[config.mk]
export PLATFORM = sky130hd
export DESIGN_NAME = instr_fetch_unit
export DESIGN_NICKNAME = d
export VERILOG_FILES = /design/src/rtl/instr_fetch_unit.sv
export SDC_FILE = /design/constraint.sdc
export NUM_CORES = 1
export LEC_CHECK = 0
export ABC_AREA = 1
export BUFFER_PORTS_ARGS = -buffer_cell sky130_fd_sc_hd__buf_2
export CAP_MARGIN = 0
export CORE_UTILIZATION = 55
export DETAILED_ROUTE_END_ITERATION = 8
export PLACE_DENSITY = 0.88
export SLEW_MARGIN = 20
export SYNTH_ARGS = -nofsm -noshare
export SYNTH_HDL_FRONTEND = slang
export SYNTH_SLANG_ARGS = --single-unit
[constraint.sdc]
create_clock -name clk -period 3.3 [get_ports clk]
set_input_delay 0.33 -clock clk [delete_from_list [all_inputs] [get_ports clk]]
set_output_delay 0.33 -clock clk [all_outputs]
set_load 0.02 [all_outputs]
[src/rtl/instr_fetch_unit.sv]
// -----------------------------------------------------------------------------
// instr_fetch_unit
// Holds the PC, fetches one instruction at a time from instruction memory
// over a req/ready handshake, presents it to decode/execute and computes the
// next PC from the decoder's jump/jump_reg/branch outputs and the ALU zero flag.
// Single-issue, no delay slot.
//
// Optional feature macro: ALIGN_CHECK_EN
//   defined   : a jr target with bits[1:0] != 0 sets a sticky align_err and
//               parks the unit in ERROR until reset (pc is not updated).
//   undefined : redirect targets have bits[1:0] forced to 2'b00, align_err = 0.
//
// Ports:
//   clk, rst_n           clock, asynchronous active-low reset
//   imem_req/imem_addr   fetch request and byte address (= pc)
//   imem_ready/rdata     memory accept + returned instruction word
//   instr/instr_valid    captured instruction for decode/execute
//   stall                downstream hold request
//   pc/pc_plus4          current instruction address and its link address
//   jump/jump_reg/branch decoder control for the current instruction
//   alu_zero             ALU zero flag for beq
//   reg_target           rs value for jr
//   align_err            sticky misaligned-target flag
// -----------------------------------------------------------------------------
module instr_fetch_unit #(
    parameter int unsigned          IMEM_AW  = 32,
    parameter logic [IMEM_AW-1:0]   RESET_PC = IMEM_AW'(32'h0000_0000)
) (
    input  logic               clk,
    input  logic               rst_n,
    output logic               imem_req,
    output logic [IMEM_AW-1:0] imem_addr,
    input  logic               imem_ready,
    input  logic [31:0]        imem_rdata,
    output logic [31:0]        instr,
    output logic               instr_valid,
    input  logic               stall,
    output logic [IMEM_AW-1:0] pc,
    output logic [IMEM_AW-1:0] pc_plus4,
    input  logic               jump,
    input  logic               jump_reg,
    input  logic               branch,
    input  logic               alu_zero,
    input  logic [31:0]        reg_target,
    output logic               align_err
);

    localparam int unsigned        INSTR_W     = 32;
    localparam logic [IMEM_AW-1:0] INSTR_BYTES = IMEM_AW'(4);

`ifdef ALIGN_CHECK_EN
    typedef enum logic [1:0] {
        ST_IDLE  = 2'd0,
        ST_FETCH = 2'd1,
        ST_VALID = 2'd2,
        ST_ERROR = 2'd3
    } state_e;
`else
    typedef enum logic [1:0] {
        ST_IDLE  = 2'd0,
        ST_FETCH = 2'd1,
        ST_VALID = 2'd2
    } state_e;
`endif

    state_e               state_q;
    logic [IMEM_AW-1:0]   pc_q;
    logic [IMEM_AW-1:0]   pc_plus4_q;
    logic [INSTR_W-1:0]   instr_q;
    logic                 imem_req_q;
    logic                 instr_valid_q;
    logic                 align_err_q;

    logic [IMEM_AW-1:0]   next_pc_d;
    logic                 misalign_d;
    logic [31:0]          pc4_32;
    logic [31:0]          jump_tgt32;
    logic signed [31:0]   br_off32;
    logic [IMEM_AW-1:0]   jr_tgt;

    // Next-PC selection: jr > j/jal > taken beq > fall-through
    always_comb begin
        next_pc_d  = pc_plus4_q;
        misalign_d = 1'b0;
        pc4_32     = 32'(pc_plus4_q);
        jump_tgt32 = {pc4_32[31:28], instr_q[25:0], 2'b00};
        br_off32   = $signed({{14{instr_q[15]}}, instr_q[15:0], 2'b00});
        jr_tgt     = IMEM_AW'(reg_target);

        if (jump_reg) begin
`ifdef ALIGN_CHECK_EN
            next_pc_d  = jr_tgt;
            misalign_d = |reg_target[1:0];
`else
            // Low bits dropped: targets are always word aligned
            next_pc_d  = jr_tgt & ~IMEM_AW'(3);
`endif
        end else if (jump) begin
            next_pc_d = IMEM_AW'(jump_tgt32);
        end else if (branch && alu_zero) begin
            next_pc_d = pc_plus4_q + IMEM_AW'(br_off32);
        end
    end

    // Fetch FSM with registered outputs
    always_ff @(posedge clk or negedge rst_n) begin
        if (!rst_n) begin
            state_q       <= ST_IDLE;
            pc_q          <= RESET_PC;
            pc_plus4_q    <= RESET_PC + INSTR_BYTES;
            instr_q       <= '0;
            imem_req_q    <= 1'b0;
            instr_valid_q <= 1'b0;
            align_err_q   <= 1'b0;
        end else begin
            case (state_q)
                ST_IDLE: begin
                    state_q    <= ST_FETCH;
                    imem_req_q <= 1'b1;
                end
                ST_FETCH: begin
                    if (imem_ready) begin
                        instr_q       <= imem_rdata;
                        state_q       <= ST_VALID;
                        imem_req_q    <= 1'b0;
                        instr_valid_q <= 1'b1;
                    end
                end
                ST_VALID: begin
                    if (!stall) begin
`ifdef ALIGN_CHECK_EN
                        if (misalign_d) begin
                            state_q       <= ST_ERROR;
                            align_err_q   <= 1'b1;
                            instr_valid_q <= 1'b0;
                            imem_req_q    <= 1'b0;
                        end else begin
                            pc_q          <= next_pc_d;
                            pc_plus4_q    <= next_pc_d + INSTR_BYTES;
                            state_q       <= ST_FETCH;
                            imem_req_q    <= 1'b1;
                            instr_valid_q <= 1'b0;
                        end
`else
                        pc_q          <= next_pc_d;
                        pc_plus4_q    <= next_pc_d + INSTR_BYTES;
                        state_q       <= ST_FETCH;
                        imem_req_q    <= 1'b1;
                        instr_valid_q <= 1'b0;
`endif
                    end
                end
`ifdef ALIGN_CHECK_EN
                ST_ERROR: begin
                    // Parked until reset
                    imem_req_q    <= 1'b0;
                    instr_valid_q <= 1'b0;
                end
`endif
                default: begin
                    state_q       <= ST_IDLE;
                    imem_req_q    <= 1'b0;
                    instr_valid_q <= 1'b0;
                end
            endcase
        end
    end

    assign imem_req    = imem_req_q;
    assign imem_addr   = pc_q;
    assign instr       = instr_q;
    assign instr_valid = instr_valid_q;
    assign pc          = pc_q;
    assign pc_plus4    = pc_plus4_q;
`ifdef ALIGN_CHECK_EN
    assign align_err   = align_err_q;
`else
    assign align_err   = 1'b0;
    logic unused_align;
    assign unused_align = align_err_q;
`endif

endmodule

==> summary.txt <==
Status = finished, violations left
Failing checks = negative setup slack
H-tree Lvls = 3
IO Pins = 203
Via count = 9,115
Cell Area, Synth = 8094 sq um
Pint = 4.688 mW
Worst-Margin Slew = 655.3 ps
Clock sinks = 95
Residual DRC = 0
Die Area = 15,210 sq um
Clock power share = 0.115
Non-filler cells, final = 1,670
RSZ-0062 raised after global routing = yes
Final core utilization = 0.6843
Initial antenna violation count = 0
Final Hold Vio Count = 0
DP Area = 9094 sq um
Total grt overflow = 0
GRT Total Usage = 0.3544
Max Fclk = 0.3004 GHz
CTS tree = done
Clk buf depth = 2
Vias per Instance = 5.458
Clock root cell = clkbuf_16
Critical Path AT = 3570 ps
Die Span Y = 123.3 um
Clock Skews = 10.37 ps
Vias in the first global route = 8,058
Worst-path fanout max = 5
Total wire length = 26,530 um
Total power = 10.36 mW
Seq cells post-synth = 95
Bufs and invs on worst path = 1
Crit Path Class = reg -> reg
VDD IR-drop max = 0.5759 mV
Dpl cells = 1,640
Final nets = 1,588
Largest net degree at the start of global routing = 65
HP Class = in -> reg
Synth Area in Simple Gates = 0.4308
Share of the yosys chip area belonging to registers = 0.2939
Diode count = 0
Post-Synth Adder-Cell Area = 0.04885
Final instance area = 9646 sq um
Crit path required time = 3540 ps
Die W = 123.3 um
Leak Pwr = 5.512 nW
Mux cell area share after synthesis = 0
Final setup TNS = -28.70 ps
Net Sw Frac = 0.5477
Worst-Skew Late Latency = 360 ps
First-pass GRT wire length = 40,530 um
Pwr Density = 1075 nW/um^2
Drt first pass iters = 5
Synth Area in XOR/XNOR = 0.001082
Type of destination of the critical path = flip-flop
Detailed Place HPWL = 20,240 um
Critical Path Start Type = flip-flop
Tcrit/Tclk final = 1.009
Max Slew Vio Count = 0
Clock slew at reported path FFs = 80 ps
Post-synthesis compound-gate area fraction = 0.09028
Slew margin rel. = 0.5631
Routability cong. = 1.005
Routed len/inst = 15.88 um
Syn Area/Cell = 6.198 sq um
Yosys warns = 0
Combinational share of power = 0.656
Crit path time final = 3329 ps
Mapped Cells = 1,306
Final worst slack = -28.70 ps
Combinational family with the most area after synthesis = simple AND/OR/NAND/NOR gates
Library cells used by synthesis = 47
Port Buf Inserts = 193
Row cnt = 43
Initial Util = 0.5742
Crit-path cells = ha_4 -> inv_1 -> fa_2 -> o21ai_1 -> nor2_1 -> o21ai_2 -> ha_2 -> nand2_2 -> nor3_2 -> nand2_1 -> nor2_4 -> nand2_4 -> nor2_8 -> nand3_4 -> nor2_4 -> nand2_2 -> nand3_1 -> nand2_1
Critical path's top delay family = simple AND/OR/NAND/NOR gates
CP peak stage delay = 580 ps
Synth-to-Final Area Change = 19.17%
Layout fillers = 1,228
R2R Setup Slk = -30 ps
Antenna Nets Post-Route = 0
Slowest cell on crit path = dfstp_2
Max-cap check violation count = 0
DRT iter0 DRCs = 975
Share of power burned in registers = 0.229
NetSw = 5.677 mW
Fraction of layout cells with a size suffix above 1 = 0.2336
Total CTS buffers = 9
Core area = 14,100 sq um
# setup viols final = 1
==> layer usage <==
layer | up-vias | track usage | wire, um
li1 | 4400 | - | -
met1 | 4147 | 0.4781 | 11020
met5 | - | 0 | 0
met2 | 500 | 0.5608 | 11890
met4 | 0 | 0.1363 | 892
met3 | 68 | 0.06873 | 2720
==> kinds of logic after synthesis <==
kind of cell	count (synthesis)
AO/OA/AOI/OAI	129
XOR/XNOR	1
AND/OR/NAND/NOR	802
adder cells (fa/ha/maj)	31
buffers and inverters	247
flip-flops	95
other	1
==> stage by stage <==
| step | worst slack, ps | hold WS (ps) |
|---|---|---|
| 3_3_place_gp | 155.5 | 371.7 |
| 6_report | -28.70 | 156.0 |
| 3_5_place_dp | 84.89 | 379.1 |
| 2_1_floorplan | 291.1 | 34.41 |
| 4_1_cts | 28.20 | 155.8 |
| 5_1_grt | -107.2 | 163.4 |
==> repair_timing <==
item	4_1_cts	5_1_grt
setup endpoints to repair	0	15
hold buffers	1	0
setup buffers	0	13
gates resized for setup	0	34
hold endpoints to repair	2	0
==> power groups by stage <==
stage                     clock network (mW)  registers, mW  logic, mW
after floorplan                            0           2.88       4.15
after global placement                     0           2.33       6.37
after detailed placement                   0           2.35       6.51
after CTS                               1.20           2.35       6.55
after global routing                    1.25           2.43       7.54
final                                   1.19           2.37       6.80
==> synth_stat cells, drive strengths merged <==
library cell	instances	area (sq um)
o21ai	43	222.7
nor2	116	533.0
o21bai	2	15.01
conb	1	3.750
and2	3	18.77
nand4	23	150.1
a21boi	4	30.02
fa	1	20.02
or2	8	50.05
o221ai	2	17.52
o21a	2	15.01
ha	30	375.4
o22ai	1	6.260
o31ai	1	7.510
clkbuf	21	78.83
and3	1	6.260
nor3	11	60.06
buf	50	350.3
nand2	541	2106
nand3b	3	22.52
dfstp	1	26.28
nand3	96	540.5
clkinv	1	3.750
a21oi	65	355.3
o211ai	4	30.03
inv	175	656.9
dfrtp	94	2352
xnor2	1	8.760
a31oi	5	31.28
==> placed cells by master (no fill, tap or decap), types with 2 or more instances in the layout <==
master,netlist,final
a21boi_0,2,2
a21oi_1,61,60
a21oi_2,2,3
a21oi_4,2,2
a31oi_1,5,5
and2_1,3,3
buf_2,7,193
buf_4,41,38
bufinv_16,0,2
clkbuf_16,0,9
clkinv_1,1,2
conb_1,1,7
dfrtp_1,94,93
ha_1,30,25
ha_2,0,4
inv_1,164,162
inv_2,11,12
inv_8,0,2
nand2_1,521,516
nand2_2,15,19
nand2_4,5,6
nand3_1,87,87
nand3_2,7,6
nand3_4,2,3
nand3b_1,3,3
nand4_1,22,22
nor2_1,98,92
nor2_2,11,12
nor2_4,5,10
nor2_8,2,2
nor3_1,10,6
nor3_2,1,5
o211ai_1,4,4
o21a_1,2,2
o21ai_0,35,34
o21ai_1,6,6
o21ai_2,2,3
o21bai_1,2,2
o221ai_1,2,2
or2_2,7,7
==> layout make-up <==
cell class / count / area, sq um / share of cell area
Inverter: 176 / 660.6 / 0.06849
Clock inverter: 7 / 103.9 / 0.01077
Sequential cell: 95 / 2380 / 0.2467
Timing Repair Buffer: 233 / 1281 / 0.1328
Tap cell: 180 / 225.2 / 0.02335
Multi-Input combinational cell: 970 / 4770 / 0.4945
Clock buffer: 9 / 225.2 / 0.02335
==> state kept, by name, summed over array words and instances (netlist names) <==
name,count
imem_addr,30
imem_req,1
instr,32
instr_valid,1
pc_plus4,30
state_q,1
==> worst paths after layout <==
| path | startpoint | to | cells past startpoint |
|---|---|---|---|
| worst min-delay path | imem_rdata[12] | instr[12] | 3 |
| worst min register to register | instr[31] | instr[31] | 2 |
| worst max register to register | pc_plus4[2] | pc_plus4[30] | 18 |
| min in group asynchronous | rst_n | instr_valid | 2 |
| max in group asynchronous | rst_n | instr[15] | 3 |
| worst max-delay path | pc_plus4[2] | pc_plus4[30] | 18 |
==> worst reg2reg max path, stage by stage (launching register included) <==
cell and delay (ps):
dfstp_2 580, ha_4 140, inv_1 50, fa_2 390, o21ai_1 130, nor2_1 70
o21ai_2 240, ha_2 250, nand2_2 80, nor3_2 200, nand2_1 120, nor2_4 170
nand2_4 100, nor2_8 160, nand3_4 80, nor2_4 190, nand2_2 70, nand3_1 90
nand2_1 90
Power figures use the tool's default switching activity.
